<file path="config.mk">
export PLATFORM = sky130hd
export DESIGN_NAME = mipi_cmd_seq
export DESIGN_NICKNAME = d
export VERILOG_FILES = /design/src/rtl/mipi_cmd_seq.sv
export SDC_FILE = /design/constraint.sdc
export NUM_CORES = 1
export LEC_CHECK = 0
export BUFFER_PORTS_ARGS = -buffer_cell sky130_fd_sc_hd__buf_4
export CAP_MARGIN = 20
export CORE_UTILIZATION = 50
export DETAILED_ROUTE_END_ITERATION = 12
export HOLD_SLACK_MARGIN = 0.1
export PLACE_DENSITY = 0.69
export SLEW_MARGIN = 5
export SYNTH_ARGS = -nofsm -noshare
export SYNTH_HDL_FRONTEND = slang
export SYNTH_SLANG_ARGS = --single-unit
</file>
<file path="constraint.sdc">
create_clock -name clkin -period 4.71 [get_ports clkin]
set_input_delay 0.471 -clock clkin [delete_from_list [all_inputs] [get_ports clkin]]
set_output_delay 0.471 -clock clkin [all_outputs]
set_load 0.005 [all_outputs]
</file>
<file path="src/rtl/mipi_cmd_seq.sv">
// MIPI DSI command-packet sequencer: round-robin grant of NUM_CH requests
// to one DSI TX command port, with ack retry, TX timeout and packet gap.
module mipi_cmd_seq #(
  parameter int NUM_CH      = 4,
  parameter int CNT_W       = 16,
  parameter int ACK_TIMEOUT = 1000,
  parameter int MAX_RETRY   = 2,
  parameter int TX_TIMEOUT  = 60000,
  parameter int GAP_CYCLES  = 333,
  localparam int CHW = (NUM_CH > 1) ? $clog2(NUM_CH) : 1
) (
  input  logic              clkin,
  input  logic              rstn,
  input  logic [NUM_CH-1:0] start,
  input  logic [NUM_CH-1:0] hs_cfg,
  output logic              cmd_rq,
  output logic [CHW-1:0]    cmd_ch,
  output logic              hs_mode,
  input  logic              cmd_ack,
  input  logic              tx_act,
  output logic [NUM_CH-1:0] done,
  output logic [NUM_CH-1:0] err,
  output logic              busy
);

  typedef enum logic [2:0] {
    S_IDLE,
    S_REQ,
    S_RETRY,
    S_WAIT_TX,
    S_GAP
  } state_t;

  localparam logic [CNT_W-1:0] ACK_LAST =
    CNT_W'(ACK_TIMEOUT - 1);
  localparam logic [CNT_W-1:0] TX_LAST =
    CNT_W'(TX_TIMEOUT - 1);
  localparam logic [CNT_W-1:0] GAP_LAST =
    CNT_W'((GAP_CYCLES > 0) ? GAP_CYCLES - 1 : 0);
  localparam logic [CNT_W-1:0] RETRY_MAX =
    CNT_W'(MAX_RETRY);

  state_t            state;
  logic [CNT_W-1:0]  cnt;
  logic [CNT_W-1:0]  cnt_inc;
  logic [CNT_W-1:0]  retries;
  logic [NUM_CH-1:0] pending;
  logic [NUM_CH-1:0] gnt_mask;
  logic [NUM_CH-1:0] ch_mask;
  logic [NUM_CH-1:0] fin_done;
  logic [NUM_CH-1:0] fin_err;
  logic [CHW-1:0]    rr;
  logic [CHW-1:0]    gnt_idx;
  logic              gnt_vld;
  logic              tx_act_d;
  logic              fall;
  logic              ack_to;
  logic              tx_to;
  logic              gap_end;
  logic              retry_ok;

  // Walk downwards so the nearest pending channel after rr wins.
  always_comb begin
    gnt_vld = 1'b0;
    gnt_idx = '0;
    for (int k = NUM_CH; k >= 1; k--) begin
      if (pending[(int'(rr) + k) % NUM_CH]) begin
        gnt_vld = 1'b1;
        gnt_idx = CHW'((int'(rr) + k) % NUM_CH);
      end
    end
  end

  assign fall     = tx_act_d & ~tx_act;
  assign retry_ok = retries < RETRY_MAX;
  assign ack_to   = (state == S_REQ) && !cmd_ack
                 && (cnt == ACK_LAST);
  assign tx_to    = (state == S_WAIT_TX) && !fall
                 && (cnt == TX_LAST);
  assign gap_end  = ((state == S_GAP) && (cnt == GAP_LAST))
                 || ((state == S_WAIT_TX) && fall
                     && (GAP_CYCLES == 0));

  assign ch_mask  = NUM_CH'(1) << cmd_ch;
  assign fin_done = gap_end ? ch_mask : '0;
  assign fin_err  = ((ack_to && !retry_ok) || tx_to)
                  ? ch_mask : '0;
  assign gnt_mask = ((state == S_IDLE) && gnt_vld)
                  ? (NUM_CH'(1) << gnt_idx) : '0;
  assign cnt_inc  = (cnt == '1) ? cnt : cnt + CNT_W'(1);
  assign busy     = (state != S_IDLE);

  always_ff @(posedge clkin or negedge rstn) begin
    if (!rstn) begin
      state    <= S_IDLE;
      cmd_rq   <= 1'b0;
      cmd_ch   <= '0;
      hs_mode  <= 1'b0;
      done     <= '0;
      err      <= '0;
      pending  <= '0;
      rr       <= '0;
      cnt      <= '0;
      retries  <= '0;
      tx_act_d <= 1'b0;
    end else begin
      tx_act_d <= tx_act;
      // A start in the same cycle beats a grant or completion.
      pending  <= (pending & ~gnt_mask) | start;
      done     <= (done | fin_done) & ~start;
      err      <= (err | fin_err) & ~start;
      cnt      <= cnt_inc;
      unique case (state)
        S_IDLE: begin
          cnt     <= '0;
          retries <= '0;
          if (gnt_vld) begin
            cmd_ch  <= gnt_idx;
            hs_mode <= hs_cfg[gnt_idx];
            rr      <= gnt_idx;
            cmd_rq  <= 1'b1;
            state   <= S_REQ;
          end
        end
        S_REQ: begin
          if (cmd_ack) begin
            cmd_rq  <= 1'b0;
            cnt     <= '0;
            retries <= '0;
            state   <= S_WAIT_TX;
          end else if (ack_to) begin
            cmd_rq <= 1'b0;
            cnt    <= '0;
            if (retry_ok) begin
              retries <= retries + CNT_W'(1);
              state   <= S_RETRY;
            end else begin
              retries <= '0;
              state   <= S_IDLE;
            end
          end
        end
        S_RETRY: begin
          cnt    <= '0;
          cmd_rq <= 1'b1;
          state  <= S_REQ;
        end
        S_WAIT_TX: begin
          if (fall) begin
            cnt   <= '0;
            state <= (GAP_CYCLES == 0) ? S_IDLE : S_GAP;
          end else if (tx_to) begin
            cnt   <= '0;
            state <= S_IDLE;
          end
        end
        S_GAP: begin
          if (gap_end) begin
            cnt   <= '0;
            state <= S_IDLE;
          end
        end
        default: state <= S_IDLE;
      endcase
    end
  end

endmodule

</file>
# Word level (Yosys, flattened, before mapping)
# Cells that the tools add are included.
[word_totals] word_cells=122 ff_bits=52 output_inout_bits=13 in_bits=12
[op_classes] eq_ne=12 muxes=48 bitwise=14 shift=2 reduce_logical=24 addsub=6 magnitude_cmp=6
[op_table] op="$mux W16" count=9
[op_table] op="$pmux W16 S4" count=1
[op_table] op="$add A16 B1 Y16 const B" count=2
[op_table] op="$eq A16 B16 Y1 const B" count=2
[op_table] op="$pmux W16 S2" count=1
[op_table] op="$mux W3" count=6
[op_table] op="$eq A16 B10 Y1 const B" count=1
[op_table] op="$eq A16 B9 Y1 const B" count=1
[op_table] op="$lt A16 B2 Y1 const B" count=1
[op_table] op="$lt A3 B4 Y1 const B" count=4
[op_table] op="$mux W1" count=16
[op_table] op="$pmux W3 S5" count=1
[op_table] op="$and A4 B4 Y4" count=3
[op_table] op="$mux W4" count=3
[op_table] op="$or A4 B4 Y4" count=3
[op_table] op="$bmux W1 S2" count=5
[op_table] op="$mux W2" count=5
[op_table] op="$reduce_or A2 Y1" count=5
[op_table] op="$not A4 Y4" count=2
[op_table] op="$shl A1 B2 Y4 const A" count=2
[op_table] op="$logic_and A1 B1 Y1" count=7
[op_table] op="$eq A3 B2 Y1 const B" count=2
[op_table] op="$ne A3 B3 Y1 const B" count=2
[op_table] op="$reduce_bool A3 Y1" count=2
[op_table] op="17 further kinds" count=26

# Longest topological paths before layout
# Gate-level depths: netlist of the first run.
[logic_depth] word_depth=15 mapped_depth=9 depth_no_buf=7

# Least setup slack after synthesis of the first run
# OpenSTA, ideal clock, no wires.
[synth_timing] path_type="flip-flop to flip-flop" start="register rr[0]" end="register hs_mode" required_ns=4.572 slack_ns=2.264 arrival_ns=2.308 setup_time_ns=0.138 path_stages_with_launch=10 path_buffers=2 path_cell_list="dfrtp_1 > clkbuf_1 > inv_1 > ha_1 > buf_1 > nor2b_1 > a311o_1 > a21oi_1 > mux2i_1 > o221ai_1"
[synth_via] elab_chain_cells=10 elab_cells_between_ends=27
[synth_lines] item="start, declared" line="52" text="logic [CHW-1:0] rr;"
[synth_lines] item="start signal, assigned" line="120" text="rr <= gnt_idx;"
[synth_lines] item="$add A2 B1 Y2" line="67, 69"
[synth_lines] item="$bmux W1 S2" line="67" text="if (pending[(int'(rr) + k) % NUM_CH]) begin"
[synth_lines] item="$mux W1 (implied by the code) (2 in series)" line="67"
[synth_lines] item="$mux W2 (4 in series)" line="67"
[synth_lines] item="$bmux W1 S2" line="119" text="hs_mode <= hs_cfg[gnt_idx];"
[synth_lines] item="$mux W1 (implied by the code)" line="119"
[synth_lines] item="end signal, assigned" line="119"
[synth_lines] item="end, declared" line="18" text="output logic hs_mode,"
# Parallel ways exist; a longest one is shown, timed or not. The select of a mux whose other input is x is not followed.
# A chain may end at the register's enable or synchronous reset.

# Worst setup path after layout of the first run
[layout_timing] start="register state[2]" end="register err[3]"
[layout_via] elab_chain_cells=8 elab_cells_between_ends=11
[layout_lines] item="start, declared" line="43" text="state_t state;"
[layout_lines] item="start signal, assigned" line="151" text="state <= (GAP_CYCLES == 0) ? S_IDLE : S_GAP;"
[layout_lines] item="$eq A3 B1 Y1" line="76" text="assign ack_to = (state == S_REQ) && !cmd_ack"
[layout_lines] item="$logic_and A1 B1 Y1" line="76"
[layout_lines] item="$logic_and A1 B1 Y1" line="77" text="&& (cnt == ACK_LAST);"
[layout_lines] item="$logic_and A1 B1 Y1" line="86" text="assign fin_err = ((ack_to && !retry_ok) || tx_to)"
[layout_lines] item="$logic_or A1 B1 Y1 (*)" line="86"
[layout_lines] item="$mux W4 (*)" line="87" text="? ch_mask : '0;"
[layout_lines] item="$or A4 B4 Y4 (*)" line="111" text="err <= (err | fin_err) & ~start;"
[layout_lines] item="$and A4 B4 Y4 (*)" line="111"
[layout_lines] item="end signal, assigned" line="111"
[layout_lines] item="end, declared" line="22" text="output logic [NUM_CH-1:0] err,"
# Every way passes the cells marked *; elsewhere a longest branch is shown, timed or not.

==> impl_metrics.py, run 1 <==
metrics = {
    "status": {
        "status": "completed",
    },
    "cts": {
        "clock_latency_ns": 0.30,
        "htreeDepth": 2,
        "cts_tree": "built",
        "cts_buffers": 5,
        "post-cts-setup-buffer-count": 0,
        "cts_resized": 0,
        "hold_buffers": 0,
        "clock_path_buffers": 2,
        "cts.clk_slew.worst_paths_ns": 0.10,
        "root_buffer": "clkbuf_8",
        "clock_sinks": 52,
    },
    "job": {
        "maxCapViolations": 0,
    },
    "cells_and_area": {
        "diodes": 0,
        "regArea_mm2": 0.00130,
        "multi_input_area_mm2": 0.00150,
        "drive_above_1_share": 0.152,
        "fillers": 492,
        "final_common_cell": "dfrtp_1",
        "areaGrowthSynthToFinish_pct": 11.7,
        "final_cell_mix": "52 x dfrtp_1, 37 x nor2_1, 26 x buf_4",
        "nets": 342,
    },
    "setup_path": {
        "rr_endpoint": "err[3]",
        "path_cells": "nor2_1 > nand2_1 > nor4_1 > o21ai_0 > a21oi_1",
        "slowest_delay_ns": 0.82,
        "reg2reg_depth": 5,
        "worstSetupEndpointType": "flip-flop",
        "arrival_ns": 2.97,
        "r2r_start": "state[2]",
        "crit_type": "flip-flop to flip-flop",
        "start_kind": "flip-flop",
        "crit_fanout": 17,
        "reg2reg_slack_ns": 1.96,
        "cp_slowest_cell": "nor2_1",
        "required_ns": 4.93,
    },
    "synth": {
        "synth_area_leader_cell": "dfrtp_1",
        "syn_inst": 303,
        "synth_seq_area_share": 0.446,
        "synthAdderAreaFrac": 0.0300,
        "ys_types": 59,
        "yosys_warnings": 0,
        "syn_nets": 322,
        "synth_edf_count": 0,
        "yosys.area_share.simple": 0.247,
        "syn-cell-area_mm2": 0.00292,
        "synth_top_area_frac": 0.446,
        "synth_top_family_by_area": "simple AND/OR/NAND/NOR gates",
        "synth_area_leaders": "dfrtp_1 45%, nor2_1 4.8%, a21oi_1 3.6%",
        "ys.flop_type": "dfrtp_1",
        "syn_area_per_cell_um2": 9.63,
        "synth_compound_area_frac": 0.182,
        "synth-seq-cells": 52,
        "synthMuxAreaShare": 0.0214,
        "synthXorXnorAreaFrac": 0.0330,
        "async_flop_share": 1.00,
    },
    "placed_design": {
        "io_buffers": 24,
        "gp_congestion": 0.828,
        "hpwl_um": 4300,
    },
    "grt": {
        "grt_util_all_layers": 0.219,
        "grt_pass1_wl_um": 10700,
        "grt_max_degree": 53,
        "antenna_found_initial": 0,
        "grt-ovfl-total": 0,
        "grt_pass1_vias": 2271,
    },
    "drt": {
        "wl_um": 6100,
        "ant_nets": 0,
        "firstDrtPassIters": 4,
        "vias": 2345,
        "drc": 0,
        "drtIter0Drc": 181,
        "avgViaCountPerCell": 5.94,
        "wl_per_cell_um": 15.4,
    },
    "timing": {
        "fmax_mhz": 364,
        "finalCritPeriodShare": 0.584,
        "finClkSkew_ns": 0.0105,
        "rsz0062_at_grt": "false",
        "final_hold_viol_count": 0,
        "finalSetupViolCount": 0,
        "finalCriticalPeriod_ns": 2.75,
        "hold_ws_ns": 0.194,
        "maxSlewViolCount": 0,
        "tns_ns": 0,
        "max_slew.worst_pin.slew_ns": 1.03,
        "slew_headroom": 0.308,
    },
    "power": {
        "p_leak_nw": 1.38,
        "powerDensity_mw_per_mm2": 464,
        "vdd_drop_max_mv": 0.211,
    },
    "floorplan": {
        "io_pins": 25,
        "die_w_um": 78.4,
        "die_y_um": 78.4,
        "rows": 27,
        "core_mm2": 0.00557,
        "fp.dieArea_mm2": 0.00615,
        "start_util": 0.524,
    },
    "hold_path": {
        "hold_path.class": "primary input to async pin",
    },
}
power by group:
group / internal (mW) / switching (mW)
Combinational: 0.240 / 0.326
Clock: 0.209 / 0.143
Sequential: 0.498 / 0.0983
Total: 0.947 / 0.568
worst max-delay path by stage:
stage / startpoint / endpoint / cells after the start
2_1_floorplan: rr[0] / hs_mode / 9
5_1_grt: state[2] / err[3] / 5
3_3_place_gp: state[2] / err[3] / 5
4_1_cts: state[2] / err[3] / 5
6_report: state[2] / err[3] / 5
3_5_place_dp: state[2] / err[3] / 5
registers in the layout, indices dropped and copies added (netlist names), 2 cells and up:
name	count
state	3
cnt	16
rr	2
retries	16
pending	4
done	4
err	4
routing by layer:
| metal | part of all wire | GRT usage |
|---|---|---|
| met5 | 0 | 0 |
| met4 | 0.0093 | 0.0556 |
| met3 | 0.039 | 0.0360 |
| met2 | 0.44 | 0.343 |
| met1 | 0.51 | 0.314 |
per-stage QoR:
stage / worst slack (ns) / utilization / total power [mW] / cells / cell area [um2]
after floorplan: 2.26 / - / 1.01 / 303 / 2920
after global placement: 1.91 / 0.561 / 1.15 / 387 / 3130
after detailed placement: 1.95 / 0.561 / 1.16 / 387 / 3130
after CTS: 1.92 / 0.584 / 1.52 / 394 / 3260
after global routing: 1.71 / 0.585 / 1.62 / 395 / 3260
final: 1.96 / 0.585 / 1.51 / 395 / 3260
worst max-delay path: cells and delay by family, from the launching register on:
kind | cells | cell delay [ns]
AOI/OAI and AO/OA | 2 | 0.44
and+or+nand+nor | 3 | 1.77
DFF | 1 | 0.46
synth_stat cells (5+ instances only):
| master | n |
|---|---|
| a21oi_1 | 21 |
| and2_1 | 5 |
| nand4_1 | 8 |
| nand2_1 | 16 |
| xnor2_1 | 10 |
| inv_1 | 11 |
| nor2b_1 | 6 |
| a211oi_1 | 9 |
| nor2_1 | 37 |
| nor3_1 | 5 |
| nand3_1 | 9 |
| a21o_1 | 6 |
| o21ai_0 | 8 |
| clkbuf_1 | 8 |
| ha_1 | 7 |
| nor4_1 | 7 |
| dfrtp_1 | 52 |
| a41oi_1 | 8 |
kinds of logic (layout without fill, tap and decap cells):
kind of cell,after synthesis,in the layout
and+or+nand+nor,127,127
xor gates and xnor gates,11,11
adders and majority gates,7,7
muxes,6,6
AOI/OAI and AO/OA,75,75
buffers and inverters,25,45
DFF,52,52
area by class of cell:
type	instances	share of cell area
Multi-Input combinational cell	226	0.460
Inverter	11	0.0127
Tap cell	72	0.0276
Clock inverter	2	0.0184
Timing Repair Buffer	27	0.0614
Sequential cell	52	0.399
Clock buffer	5	0.0211
(Power assumes the default switching activity.)
==> run 2: changes to the inputs <==
Settings changed: PLACE_DENSITY 0.69 to 0.71.
Clock period 4.71 ns to 2.3 ns, I/O delays scaled along.
==> impl_metrics.py, run 2 (synthesis gave the netlist of run 1 again) <==
metrics = {
    "drt": {
        "wl_per_cell_um": 15.1,
        "ant_nets": 0,
        "wl_um": 6200,
        "vias": 2436,
        "avgViaCountPerCell": 5.91,
        "firstDrtPassIters": 4,
        "drtIter0Drc": 127,
        "drc": 0,
    },
    "setup_path": {
        "r2r_start": "cnt[4]",
        "path_cells": "nor4_4 > nand2b_1 > or4_4 > a211oi_4 > buf_12 > nor3_1",
        "crit_type": "flip-flop to flip-flop",
        "arrival_ns": 2.29,
        "cp_slowest_cell": "or4_4",
        "required_ns": 2.48,
        "worstSetupEndpointType": "flip-flop",
        "slowest_delay_ns": 0.54,
        "reg2reg_depth": 6,
        "reg2reg_slack_ns": 0.19,
        "rr_endpoint": "cnt[15]",
        "crit_fanout": 16,
        "start_kind": "flip-flop",
    },
    "floorplan": {
        "fp.dieArea_mm2": 0.00615,
        "start_util": 0.524,
        "die_w_um": 78.4,
        "io_pins": 25,
        "core_mm2": 0.00557,
        "rows": 27,
        "die_y_um": 78.4,
    },
    "hold_path": {
        "hold_path_end": "hs_mode",
        "worstHoldStart": "hs_cfg[3]",
        "hold_path.class": "primary input to flip-flop",
        "holdPathStages": 3,
    },
    "timing": {
        "max_slew.worst_pin.slew_ns": 0.646,
        "maxSlewViolCount": 0,
        "hold_ws_ns": 0.247,
        "final_hold_viol_count": 0,
        "finalSetupViolCount": 0,
        "finalCritPeriodShare": 0.917,
        "finalCriticalPeriod_ns": 2.11,
        "tns_ns": 0,
        "layout_setup_ws_ns": 0.190,
        "fmax_mhz": 474,
        "rsz0062_at_grt": "false",
        "slew_headroom": 0.565,
        "finClkSkew_ns": 0.0100,
    },
    "status": {
        "status": "completed",
    },
    "cts": {
        "cts_buffers": 5,
        "cts_tree": "built",
        "root_buffer": "clkbuf_8",
        "cts.clk_slew.worst_paths_ns": 0.09,
        "htreeDepth": 2,
        "clock_path_buffers": 2,
        "clock_latency_ns": 0.30,
        "clock_sinks": 52,
    },
    "cells_and_area": {
        "final_area_mm2": 0.00340,
        "areaGrowthSynthToFinish_pct": 16.5,
        "diodes": 0,
        "final_cell_count_no_fill": 412,
        "final_common_cell": "dfrtp_1",
        "final_cell_mix": "52 x dfrtp_1, 37 x nor2_1, 36 x buf_4",
        "reg_top3": "cnt (16), retries (16)",
        "final_util": 0.610,
        "nets": 358,
        "drive_above_1_share": 0.182,
    },
    "grt": {
        "grt_max_degree": 53,
        "antenna_found_initial": 0,
        "grt_pass1_wl_um": 11100,
        "grt_util_all_layers": 0.225,
        "grt-ovfl-total": 0,
        "grt_pass1_vias": 2363,
    },
    "power": {
        "finalPower_mw": 3.14,
        "p_leak_nw": 1.45,
        "vdd_drop_max_mv": 0.422,
        "powerDensity_mw_per_mm2": 922,
    },
    "placed_design": {
        "preCtsSetupSlack_ns": 0.211,
        "postPlaceCellArea_mm2": 0.00323,
        "dp_cells": 398,
        "gp_congestion": 0.924,
        "io_buffers": 24,
        "hpwl_um": 4440,
    },
    "job": {
        "maxCapViolations": 0,
    },
}
-- run 2: changes by cell type in the layout (fill, tap and decap cells not counted) --
cell,change
a21oi_1,-2
a21oi_2,+2
buf_12,+1
buf_2,-1
buf_4,+10
bufinv_16,-1
clkinv_2,+1
clkinvlp_4,+1
dlygate4sd3_1,+6
-- run 2: final cells by class --
class / instances / area [um2]
sequential: 52 / 1300
inverter: 11 / 41.3
clock buffer: 5 / 68.8
fill: 488 / 2170
clock inverter: 3 / 42.5
timing repair buffer: 43 / 350
multi-input combinational: 226 / 1510
tap: 72 / 90.1
-- run 2: worst max-delay path by stage --
stage | endpoint | start | cells after the start | slack, ns
detailed placement | cnt[15] | cnt[4] | 6 | 0.21
global placement | cnt[15] | cnt[4] | 6 | 0.25
CTS | cnt[15] | cnt[4] | 6 | 0.19
floorplan | pending[2] | rr[0] | 9 | 0.03
global route | pending[1] | rr[1] | 7 | 0.04
finish | cnt[15] | cnt[4] | 6 | 0.19
-- run 2: metal layers --
metal | share of wire | track usage | up-vias
met2 | 0.47 | 0.346 | 53
met4 | 0.0060 | 0.0500 | 0
met1 | 0.49 | 0.334 | 1189
li1 | - | - | 1189
met3 | 0.036 | 0.0349 | 5
met5 | 0 | 0 | -
-- run 2: worst max-delay path: cells and delay by family, from the launching register on --
kind	cells	cell delay, ns
buf+inv	1	0.18
flops	1	0.46
compound gates	1	0.29
simple gates	4	1.06
-- run 2: where the power goes --
part	internal (mW)	switching (mW)	leakage, nW
clock network	0.322	0.290	0.0541
logic	0.606	0.744	0.706
registers	1.02	0.154	0.690
-- run 2: timing repair --
| item | CTS | global route |
|---|---|---|
| setup endpoints to repair | 0 | 1 |
| hold buffers | 6 | 0 |
| setup buffers | 0 | 0 |
| resized for setup | 0 | 1 |
| hold endpoints to repair | 61 | 0 |
==> run 3: changes to the inputs <==
--- a/config.mk
+++ b/config.mk
@@ -8,4 +8,5 @@
 export BUFFER_PORTS_ARGS = -buffer_cell sky130_fd_sc_hd__buf_4
 export CAP_MARGIN = 20
+export CORE_ASPECT_RATIO = 1.2
 export CORE_UTILIZATION = 50
 export DETAILED_ROUTE_END_ITERATION = 12
==> constraint.sdc (replaced) <==
create_clock -name clkin -period 2.3 [get_ports clkin]
set_input_delay 0.46 -clock clkin [delete_from_list [all_inputs] [get_ports clkin]]
set_output_delay 0.46 -clock clkin [all_outputs]
set_load 0.005 [all_outputs]
==> impl_metrics.py, run 3 (synthesis gave the netlist of run 1 again) <==
metrics = {
    "setup_path": {
        "rr_endpoint": "cnt[15]",
        "start_kind": "flip-flop",
        "crit_path_end": "cnt[15]",
        "required_ns": 2.48,
        "reg2reg_slack_ns": 0.18,
        "crit_fanout": 16,
        "cp_slowest_cell": "or4_4",
        "reg2reg_depth": 6,
        "r2r_start": "cnt[4]",
        "slowest_delay_ns": 0.54,
        "path_cells": "nor4_4 > nand2b_1 > or4_4 > a211oi_4 > buf_12 > nor3_1",
        "arrival_ns": 2.30,
        "crit_type": "flip-flop to flip-flop",
        "worstSetupStartpoint": "cnt[4]",
        "worstSetupEndpointType": "flip-flop",
    },
    "grt": {
        "grt-ovfl-total": 0,
        "grt_pass1_wl_um": 11200,
        "grt_max_degree": 53,
        "grt_util_all_layers": 0.229,
        "grt_pass1_vias": 2388,
        "antenna_found_initial": 0,
    },
    "power": {
        "p_int_mw": 1.86,
        "combinationalPowerShare": 0.439,
        "p_sw_mw": 1.19,
        "pwr-share-clk": 0.177,
        "p_sw_frac": 0.389,
        "finalPower_mw": 3.05,
        "pwr-share-seq": 0.383,
        "p_leak_nw": 1.43,
        "powerDensity_mw_per_mm2": 918,
        "vdd_drop_max_mv": 0.513,
    },
    "floorplan": {
        "io_pins": 25,
        "fp.dieArea_mm2": 0.00615,
        "core_mm2": 0.00563,
        "start_util": 0.518,
        "die_w_um": 71.8,
        "die_y_um": 85.7,
        "rows": 30,
    },
    "cts": {
        "post-cts-setup-buffer-count": 0,
        "cts_buffers": 5,
        "clock_sinks": 52,
        "clock_path_buffers": 2,
        "clock_latency_ns": 0.30,
        "hold_buffers": 0,
        "root_buffer": "clkbuf_8",
        "htreeDepth": 2,
        "cts.clk_slew.worst_paths_ns": 0.09,
        "cts_resized": 0,
        "cts_tree": "built",
    },
    "timing": {
        "maxSlewViolCount": 0,
        "final_hold_viol_count": 0,
        "finalCritPeriodShare": 0.921,
        "rsz0062_at_grt": "false",
        "finClkSkew_ns": 0.00874,
        "fmax_mhz": 472,
        "slew_headroom": 0.553,
        "finalSetupViolCount": 0,
        "finalCriticalPeriod_ns": 2.12,
        "max_slew.worst_pin.slew_ns": 0.671,
        "tns_ns": 0,
    },
    "job": {
        "maxCapViolations": 0,
    },
    "cells_and_area": {
        "reg_top3": "cnt (16), retries (16)",
        "final_common_cell": "dfrtp_1",
        "nets": 354,
        "drive_above_1_share": 0.185,
        "diodes": 0,
        "final_cell_mix": "52 x dfrtp_1, 38 x buf_4, 37 x nor2_1",
        "fillers": 492,
        "areaGrowthSynthToFinish_pct": 13.9,
    },
    "drt": {
        "drc": 0,
        "wl_um": 6450,
        "ant_nets": 0,
        "avgViaCountPerCell": 6.07,
        "vias": 2426,
        "firstDrtPassIters": 4,
        "drtIter0Drc": 154,
        "wl_per_cell_um": 16.1,
    },
    "placed_design": {
        "io_buffers": 24,
        "gp_congestion": 0.864,
        "hpwl_um": 4660,
    },
    "status": {
        "status": "completed",
    },
    "hold_path": {
        "hold_path.class": "primary input to async pin",
    },
}
## run 3: cell count changes in the layout (fill, tap and decap cells not counted), sizes merged
cell,delta
clkbuf,+2
dlygate4sd3,-6
clkinv,-1
buf,+2
bufinv,-1
## run 3: worst min-delay path by stage
stage                        from      end  slack [ns]  cells past startpoint
after floorplan              rstn   cmd_rq        0.16                      0
after global placement    hs_mode  hs_mode        0.48                      2
after detailed placement  done[3]  done[3]        0.49                      2
after CTS                    rstn  hs_mode        0.21                      1
after global routing         rstn  hs_mode        0.23                      1
final                        rstn    rr[1]        0.18                      1
## run 3: layout make-up
| class | instances | area (um2) | area share |
|---|---|---|---|
| Clock inverter | 1 | 7.51 | 0.00226 |
| Tap cell | 64 | 80.1 | 0.0241 |
| Timing Repair Buffer | 39 | 305 | 0.0918 |
| Inverter | 11 | 41.3 | 0.0124 |
| Sequential cell | 52 | 1300 | 0.391 |
| Clock buffer | 7 | 86.3 | 0.0260 |
| Multi-Input combinational cell | 226 | 1500 | 0.452 |
## run 3: power by group through the flow
stage	clock [mW]	sequential (mW)	combinational (mW)
3_5_place_dp	0	1.19	1.34
5_1_grt	0.594	1.18	1.49
2_1_floorplan	0	1.15	0.932
4_1_cts	0.560	1.17	1.35
6_report	0.541	1.17	1.34
3_3_place_gp	0	1.17	1.32
## run 3: critical path, delay by kind of cell (launching register included)
family / cells / cell delay (ns)
flip-flops: 1 / 0.46
AND/OR/NAND/NOR: 4 / 1.06
buffers and inverters: 1 / 0.18
AO/OA/AOI/OAI: 1 / 0.29
## run 3: per-layer routing
metal  up-vias  global-route usage  share of wire
met5         -                   0              0
met4         0              0.0677          0.014
met3        10              0.0341          0.024
met2        39               0.396           0.51
met1      1202               0.297           0.45
li1       1175                   -              -
## run 3: through the flow
stage               utilization  setup slack (ns)  area (um2)  hold WS (ns)  cells
finish                    0.591             0.183        3330         0.181    400
global route              0.591            0.0764        3330         0.227    400
CTS                       0.591             0.182        3330         0.208    400
detailed placement        0.574             0.203        3230         0.492    392
global placement          0.574             0.252        3230         0.481    392
floorplan                     -            0.0266        2930         0.164    303
